**config.mk**
```make
export PLATFORM = sky130hd
export DESIGN_NAME = bram_burst_master
export DESIGN_NICKNAME = d
export VERILOG_FILES = /design/src/rtl/bram_burst_master_pkg.sv /design/src/rtl/bram_skid_fifo.sv /design/src/rtl/bram_burst_master.sv
export SDC_FILE = /design/constraint.sdc
export NUM_CORES = 1
export LEC_CHECK = 0
export BUFFER_PORTS_ARGS = -buffer_cell sky130_fd_sc_hd__buf_2
export CORE_MARGIN = 2
export CORE_UTILIZATION = 35
export DETAILED_ROUTE_END_ITERATION = 8
export GPL_ROUTABILITY_DRIVEN = 0
export GPL_TIMING_DRIVEN = 0
export HOLD_SLACK_MARGIN = 0.03
export PLACE_DENSITY = 0.67
export SLEW_MARGIN = 15
export SYNTH_ARGS = -nofsm -noshare
export SYNTH_HDL_FRONTEND = slang
export SYNTH_HIERARCHICAL = 1
export SYNTH_SLANG_ARGS = --single-unit
```
**constraint.sdc**
```tcl
create_clock -name clock -period 2.6 [get_ports clock]
set_input_delay 0.39 -clock clock [delete_from_list [all_inputs] [get_ports clock]]
set_output_delay 0.39 -clock clock [all_outputs]
set_load 0.005 [all_outputs]
```
**src/rtl/bram_burst_master_pkg.sv**
```systemverilog
// Shared types and constants for the BRAM burst master and its read-return FIFO.
package bram_burst_master_pkg;

  typedef enum logic [1:0] {
    StIdle,
    StWrite,
    StRead,
    StDrain
  } state_e;

  // Read-return buffering; also bounds outstanding reads (buffered + in flight).
  localparam int unsigned SkidDepth = 2;

endpackage

```
**src/rtl/bram_skid_fifo.sv**
```systemverilog
// Two-entry FIFO for returned read words; simultaneous push and pop allowed.
module bram_skid_fifo
  import bram_burst_master_pkg::*;
#(
  parameter int unsigned WIDTH = 32
) (
  input  logic             clock,
  input  logic             reset_n,
  input  logic             push,
  input  logic [WIDTH-1:0] push_data,
  input  logic             pop,
  output logic [1:0]       count,
  output logic [WIDTH-1:0] head
);

  localparam logic [1:0] Full = 2'(SkidDepth);

  logic [WIDTH-1:0] mem_q [SkidDepth];
  logic             wr_ptr_q, rd_ptr_q;
  logic [1:0]       count_q, count_d;
  logic             do_push, do_pop;

  assign do_pop  = pop && (count_q != 2'd0);
  assign do_push = push && ((count_q != Full) || do_pop);
  assign count   = count_q;
  assign head    = mem_q[rd_ptr_q];

  always_comb begin
    count_d = count_q;
    if (do_push && !do_pop) begin
      count_d = count_q + 2'd1;
    end else if (!do_push && do_pop) begin
      count_d = count_q - 2'd1;
    end
  end

  always_ff @(posedge clock or negedge reset_n) begin
    if (!reset_n) begin
      for (int i = 0; i < SkidDepth; i++) begin
        mem_q[i] <= '0;
      end
      wr_ptr_q <= 1'b0;
      rd_ptr_q <= 1'b0;
      count_q  <= 2'd0;
    end else begin
      if (do_push) begin
        mem_q[wr_ptr_q] <= push_data;
        wr_ptr_q        <= ~wr_ptr_q;
      end
      if (do_pop) begin
        rd_ptr_q <= ~rd_ptr_q;
      end
      count_q <= count_d;
    end
  end

endmodule

```
**src/rtl/bram_burst_master.sv**
```systemverilog
// Burst read/write initiator for a single-port BRAM with 1-cycle registered reads.
module bram_burst_master
  import bram_burst_master_pkg::*;
#(
  parameter int unsigned RAM_WIDTH     = 32,
  parameter int unsigned RAM_ADDR_BITS = 9,
  parameter int unsigned LEN_BITS      = 4
) (
  input  logic                     clock,
  input  logic                     reset_n,
  input  logic                     req_valid,
  output logic                     req_ready,
  input  logic                     req_write,
  input  logic [RAM_ADDR_BITS-1:0] req_addr,
  input  logic [LEN_BITS-1:0]      req_len,
  input  logic                     wr_valid,
  output logic                     wr_ready,
  input  logic [RAM_WIDTH-1:0]     wr_data,
  output logic                     rd_valid,
  input  logic                     rd_ready,
  output logic [RAM_WIDTH-1:0]     rd_data,
  output logic                     done,
  output logic                     ram_enable,
  output logic                     write_enable,
  output logic [RAM_ADDR_BITS-1:0] address,
  output logic [RAM_WIDTH-1:0]     input_data,
  input  logic [RAM_WIDTH-1:0]     output_data
);

  localparam logic [RAM_ADDR_BITS-1:0] AddrOne = 1;
  localparam logic [LEN_BITS-1:0]      LenOne  = 1;

  state_e                   state_q, state_d;
  logic [RAM_ADDR_BITS-1:0] cur_addr_q, cur_addr_d;
  logic [LEN_BITS-1:0]      len_q, len_d;
  logic [LEN_BITS-1:0]      beats_left_q, beats_left_d;
  logic [LEN_BITS-1:0]      issued_q, issued_d;
  logic [LEN_BITS-1:0]      delivered_q, delivered_d;
  logic                     inflight_q, inflight_d;
  logic                     done_q, done_d;

  logic [1:0] skid_count;
  logic       pop;
  logic [2:0] occupancy;
  logic       issue_ok;

  assign rd_valid = (skid_count != 2'd0);
  assign pop      = rd_valid && rd_ready;
  assign done     = done_q;

  // A word popped this cycle frees its slot now, keeping reads at one word per cycle.
  assign occupancy = {1'b0, skid_count} + {2'b00, inflight_q} - {2'b00, pop};
  assign issue_ok  = (occupancy < 3'(SkidDepth));

  bram_skid_fifo #(
    .WIDTH(RAM_WIDTH)
  ) u_skid (
    .clock    (clock),
    .reset_n  (reset_n),
    .push     (inflight_q),
    .push_data(output_data),
    .pop      (pop),
    .count    (skid_count),
    .head     (rd_data)
  );

  always_comb begin
    state_d      = state_q;
    cur_addr_d   = cur_addr_q;
    len_d        = len_q;
    beats_left_d = beats_left_q;
    issued_d     = issued_q;
    delivered_d  = pop ? (delivered_q + LenOne) : delivered_q;
    inflight_d   = 1'b0;
    done_d       = 1'b0;
    req_ready    = 1'b0;
    wr_ready     = 1'b0;
    ram_enable   = 1'b0;
    write_enable = 1'b0;
    address      = '0;
    input_data   = '0;

    unique case (state_q)
      StIdle: begin
        req_ready = 1'b1;
        if (req_valid) begin
          cur_addr_d   = req_addr;
          len_d        = req_len;
          beats_left_d = req_len;
          issued_d     = '0;
          delivered_d  = '0;
          state_d      = req_write ? StWrite : StRead;
        end
      end
      StWrite: begin
        wr_ready = 1'b1;
        if (wr_valid) begin
          ram_enable   = 1'b1;
          write_enable = 1'b1;
          address      = cur_addr_q;
          input_data   = wr_data;
          cur_addr_d   = cur_addr_q + AddrOne;
          beats_left_d = beats_left_q - LenOne;
          if (beats_left_q == '0) begin
            done_d  = 1'b1;
            state_d = StIdle;
          end
        end
      end
      StRead: begin
        if (issue_ok) begin
          ram_enable = 1'b1;
          address    = cur_addr_q;
          inflight_d = 1'b1;
          cur_addr_d = cur_addr_q + AddrOne;
          issued_d   = issued_q + LenOne;
          if (issued_q == len_q) begin
            state_d = StDrain;
          end
        end
      end
      StDrain: begin
        if (pop && (delivered_q == len_q)) begin
          done_d  = 1'b1;
          state_d = StIdle;
        end
      end
      default: state_d = StIdle;
    endcase
  end

  always_ff @(posedge clock or negedge reset_n) begin
    if (!reset_n) begin
      state_q      <= StIdle;
      cur_addr_q   <= '0;
      len_q        <= '0;
      beats_left_q <= '0;
      issued_q     <= '0;
      delivered_q  <= '0;
      inflight_q   <= 1'b0;
      done_q       <= 1'b0;
    end else begin
      state_q      <= state_d;
      cur_addr_q   <= cur_addr_d;
      len_q        <= len_d;
      beats_left_q <= beats_left_d;
      issued_q     <= issued_d;
      delivered_q  <= delivered_d;
      inflight_q   <= inflight_d;
      done_q       <= done_d;
    end
  end

endmodule

```
==> flow_summary.toml <==
[timing]
final-setup-viol-count = 10
slew_headroom_pct = 74.6
layout_setup_ws_ns = -0.149
finalCritPeriodShare_pct = 106
finClkSkew_ns = 0.00607
grt_setup_unrepaired = "true"
hold_violations = 0
fmax_mhz = 364
maxSlewViolCount = 0
worst_slew_pin_slew_ns = 0.381
period_needed_ns = 2.75

[synth]
ys.flop_type = "dfrtp_1"
yosysTopAreaCell = "dfrtp_1"
synth.distinct_cells = 50
avgSynthCellArea_um2 = 12.3
synth-edff-count = 0
syn_nets = 510
yosys_warnings = 6
netlist_instances = 417
synth_area_leaders = "dfrtp_1 (47%), mux2_2 (18%), and3_1 (4.3%)"
ys_ff_latch = 97
async_reset_ff_share_pct = 100
yosysSeqAreaShare_pct = 47.4
syn-cell-area_mm2 = 0.00512
synth_top_area_share_pct = 47.4

[status]
status = "finished, violations left"
violations = "negative setup slack"

[detailed_routing]
postRouteAntennaNets = 0
routed_via_density = 5.04
drc = 0
vias = 3970
wl_um = 12200
first_pass_iters = 4
wl_per_cell_um = 15.5
drt_iter0_drc = 146

[hold_path]
hold_path.startpoint = "output_data[28]"
hp-class = "in2reg"

[power]
switching_share_pct = 35.3
intPower_mw = 5.51
power_frac_comb_pct = 50.6
vdd_drop_max_uv = 534
power.leakage_nw = 3.24
power.density_mw_per_mm2 = 1270
p_clk_share_pct = 16.8
power.switching_mw = 3.00
pwr-share-seq_pct = 32.6

[critical_path]
critical_path_required_ns = 2.21
cp.arrival_ns = 2.36
path_class = "reg2out"
critPathBufInv = 1
cp_slowest_stage_delay_ns = 0.47
crit_family = "compound AO/OA/AOI/OAI gates"
crit_start = "u_skid/count[1]"
crit_path_start_kind = "register"
endpoint_kind = "output pin"
crit_slowest_cell = "fa_2"
cp_max_fo = 5
r2r_start = "u_skid/count[0]"
crit_chain = "o21a_1, nor2b_4, o21ai_2, fa_2, nand2_2, nor2_4, o21a_4, and2_4, buf_6"

[global_routing]
antenna_found_initial = 0
grt_max_degree = 73
globalRouteOverflowTotal = 0
grt_pass1_wl_um = 20200
track_usage_pct = 15.9
grt_pass1_vias = 4186

[clocking]
cts_buffers = 9
clock_latency_ns = 0.35
cts_root_buf = "clkbuf_16"
clkSinkCount = 97
clockBufferDepth = 2
tritoncts = "done"
path_clk_slew_ns = 0.07
h-tree-depth = 3

[finish]
antenna_cells = 0
final_cell_mix = "buf_2 (156), dfrtp_1 (95), mux2_2 (83)"
syn_to_final_growth_pct = 30.9
n_fill_cell = 1308
final_common_cell = "buf_2"
fin_nets = 692
final_util_pct = 46.5
finalNonFillerCells = 788
stdcell_area_mm2 = 0.00671
layout-drive-gt1-share_pct = 54.8

[floorplan]
die_y_um = 125
die-area_mm2 = 0.0156
die_x_um = 125
start_util_pct = 35.5
num_io_pins = 162
core-area_mm2 = 0.0144
rows = 44

[flow_run]
maxCapViolCount = 0

[placement]
post-dp-hpwl_um = 8940
port_buffers = 161
dp_cells = 763
postPlaceCellArea_mm2 = 0.00620
metrics by stage:
step	setup WS, ns	power, mW	setup TNS (ns)	hold slack, ns
2_1_floorplan	0.0296	5.55	0	0.0944
3_3_place_gp	-0.269	6.61	-2.63	0.462
3_5_place_dp	-0.315	6.80	-3.14	0.273
4_1_cts	-0.250	8.53	-2.29	0.260
5_1_grt	-0.284	9.17	-3.26	0.265
6_report	-0.149	8.51	-1.16	0.274
synthesized netlist by cell type, types with 6 or more instances:
cell and number:
dfrtp_1 97, mux2_2 83, and3_1 35, o21ai_0 20, nand2_1 14, a21oi_1 13
and2_1 12, mux2_4 11, xor2_1 11, nor2_1 10, ha_1 9, clkbuf_1 8
buf_6 7, inv_1 7, mux2_1 7, nand4_1 6, o22ai_1 6
cells by family after synthesis:
| group | count (synthesis) | synth area share, % |
|---|---|---|
| simple gates | 104 | 12.8 |
| flops | 97 | 47.4 |
| fa+ha+maj | 10 | 2.59 |
| xor+xnor | 17 | 3.05 |
| compound gates | 56 | 6.96 |
| mux | 106 | 24.0 |
| buf+inv | 27 | 3.18 |
layer usage:
| metal | global-route usage, % | wire length, um | vias up |
|---|---|---|---|
| li1 | - | - | 1874 |
| met1 | 18.9 | 5100 | 1930 |
| met2 | 28.5 | 6180 | 154 |
| met3 | 3.77 | 753 | 12 |
| met4 | 4.90 | 168 | 0 |
| met5 | 0 | 0 | - |
final timing paths:
check,to,slack [ns],cells past startpoint
hold reg to reg,u_skid/mem_q[8],0.49,1
min in group asynchronous,u_skid/mem_q[11],0.47,2
hold / removal,u_skid/mem_q[60],0.27,2
max in group asynchronous,u_skid/count[1],1.48,3
setup / recovery,address[0],-0.15,9
setup reg to reg,state_q[1],-0.03,12
flip-flops by register name (all words and copies together) (netlist names), 2 cells and up:
name,flops
cur_addr_q,9
u_skid/count,2
len_q,4
beats_left_q,4
delivered_q,4
issued_q,4
state_q,2
u_skid/mem_q,64
area by class of cell:
class                      count  area [um2]  share of cell area, %
buffer                        19         131                   1.96
clock buffer                  10         229                   3.41
clock inverter                 6        90.1                   1.34
inverter                       7        26.3                  0.392
multi-input combinational    294        2610                   38.9
sequential                    97        2430                   36.2
tap                          184         230                   3.43
timing repair buffer         171         960                   14.3
power by group through the flow:
stage	registers [mW]	clock network, mW	logic [mW]
floorplan	2.67	0	2.88
global placement	2.76	0	3.85
detailed placement	2.83	0	3.97
CTS	2.77	1.48	4.28
global route	2.88	1.54	4.75
finish	2.77	1.43	4.31
repair_timing:
| action | 4_1_cts | 5_1_grt |
|---|---|---|
| setup endpoints to repair | 18 | 31 |
| hold endpoints to repair | 25 | 0 |
| buffers inserted | 7 | 1 |
| cloned | 1 | 0 |
| pin swaps | 14 | 7 |
| gates resized for setup | 19 | 13 |
| hold buffers | 1 | 0 |
Note: power is estimated with default switching activity, not from simulation.
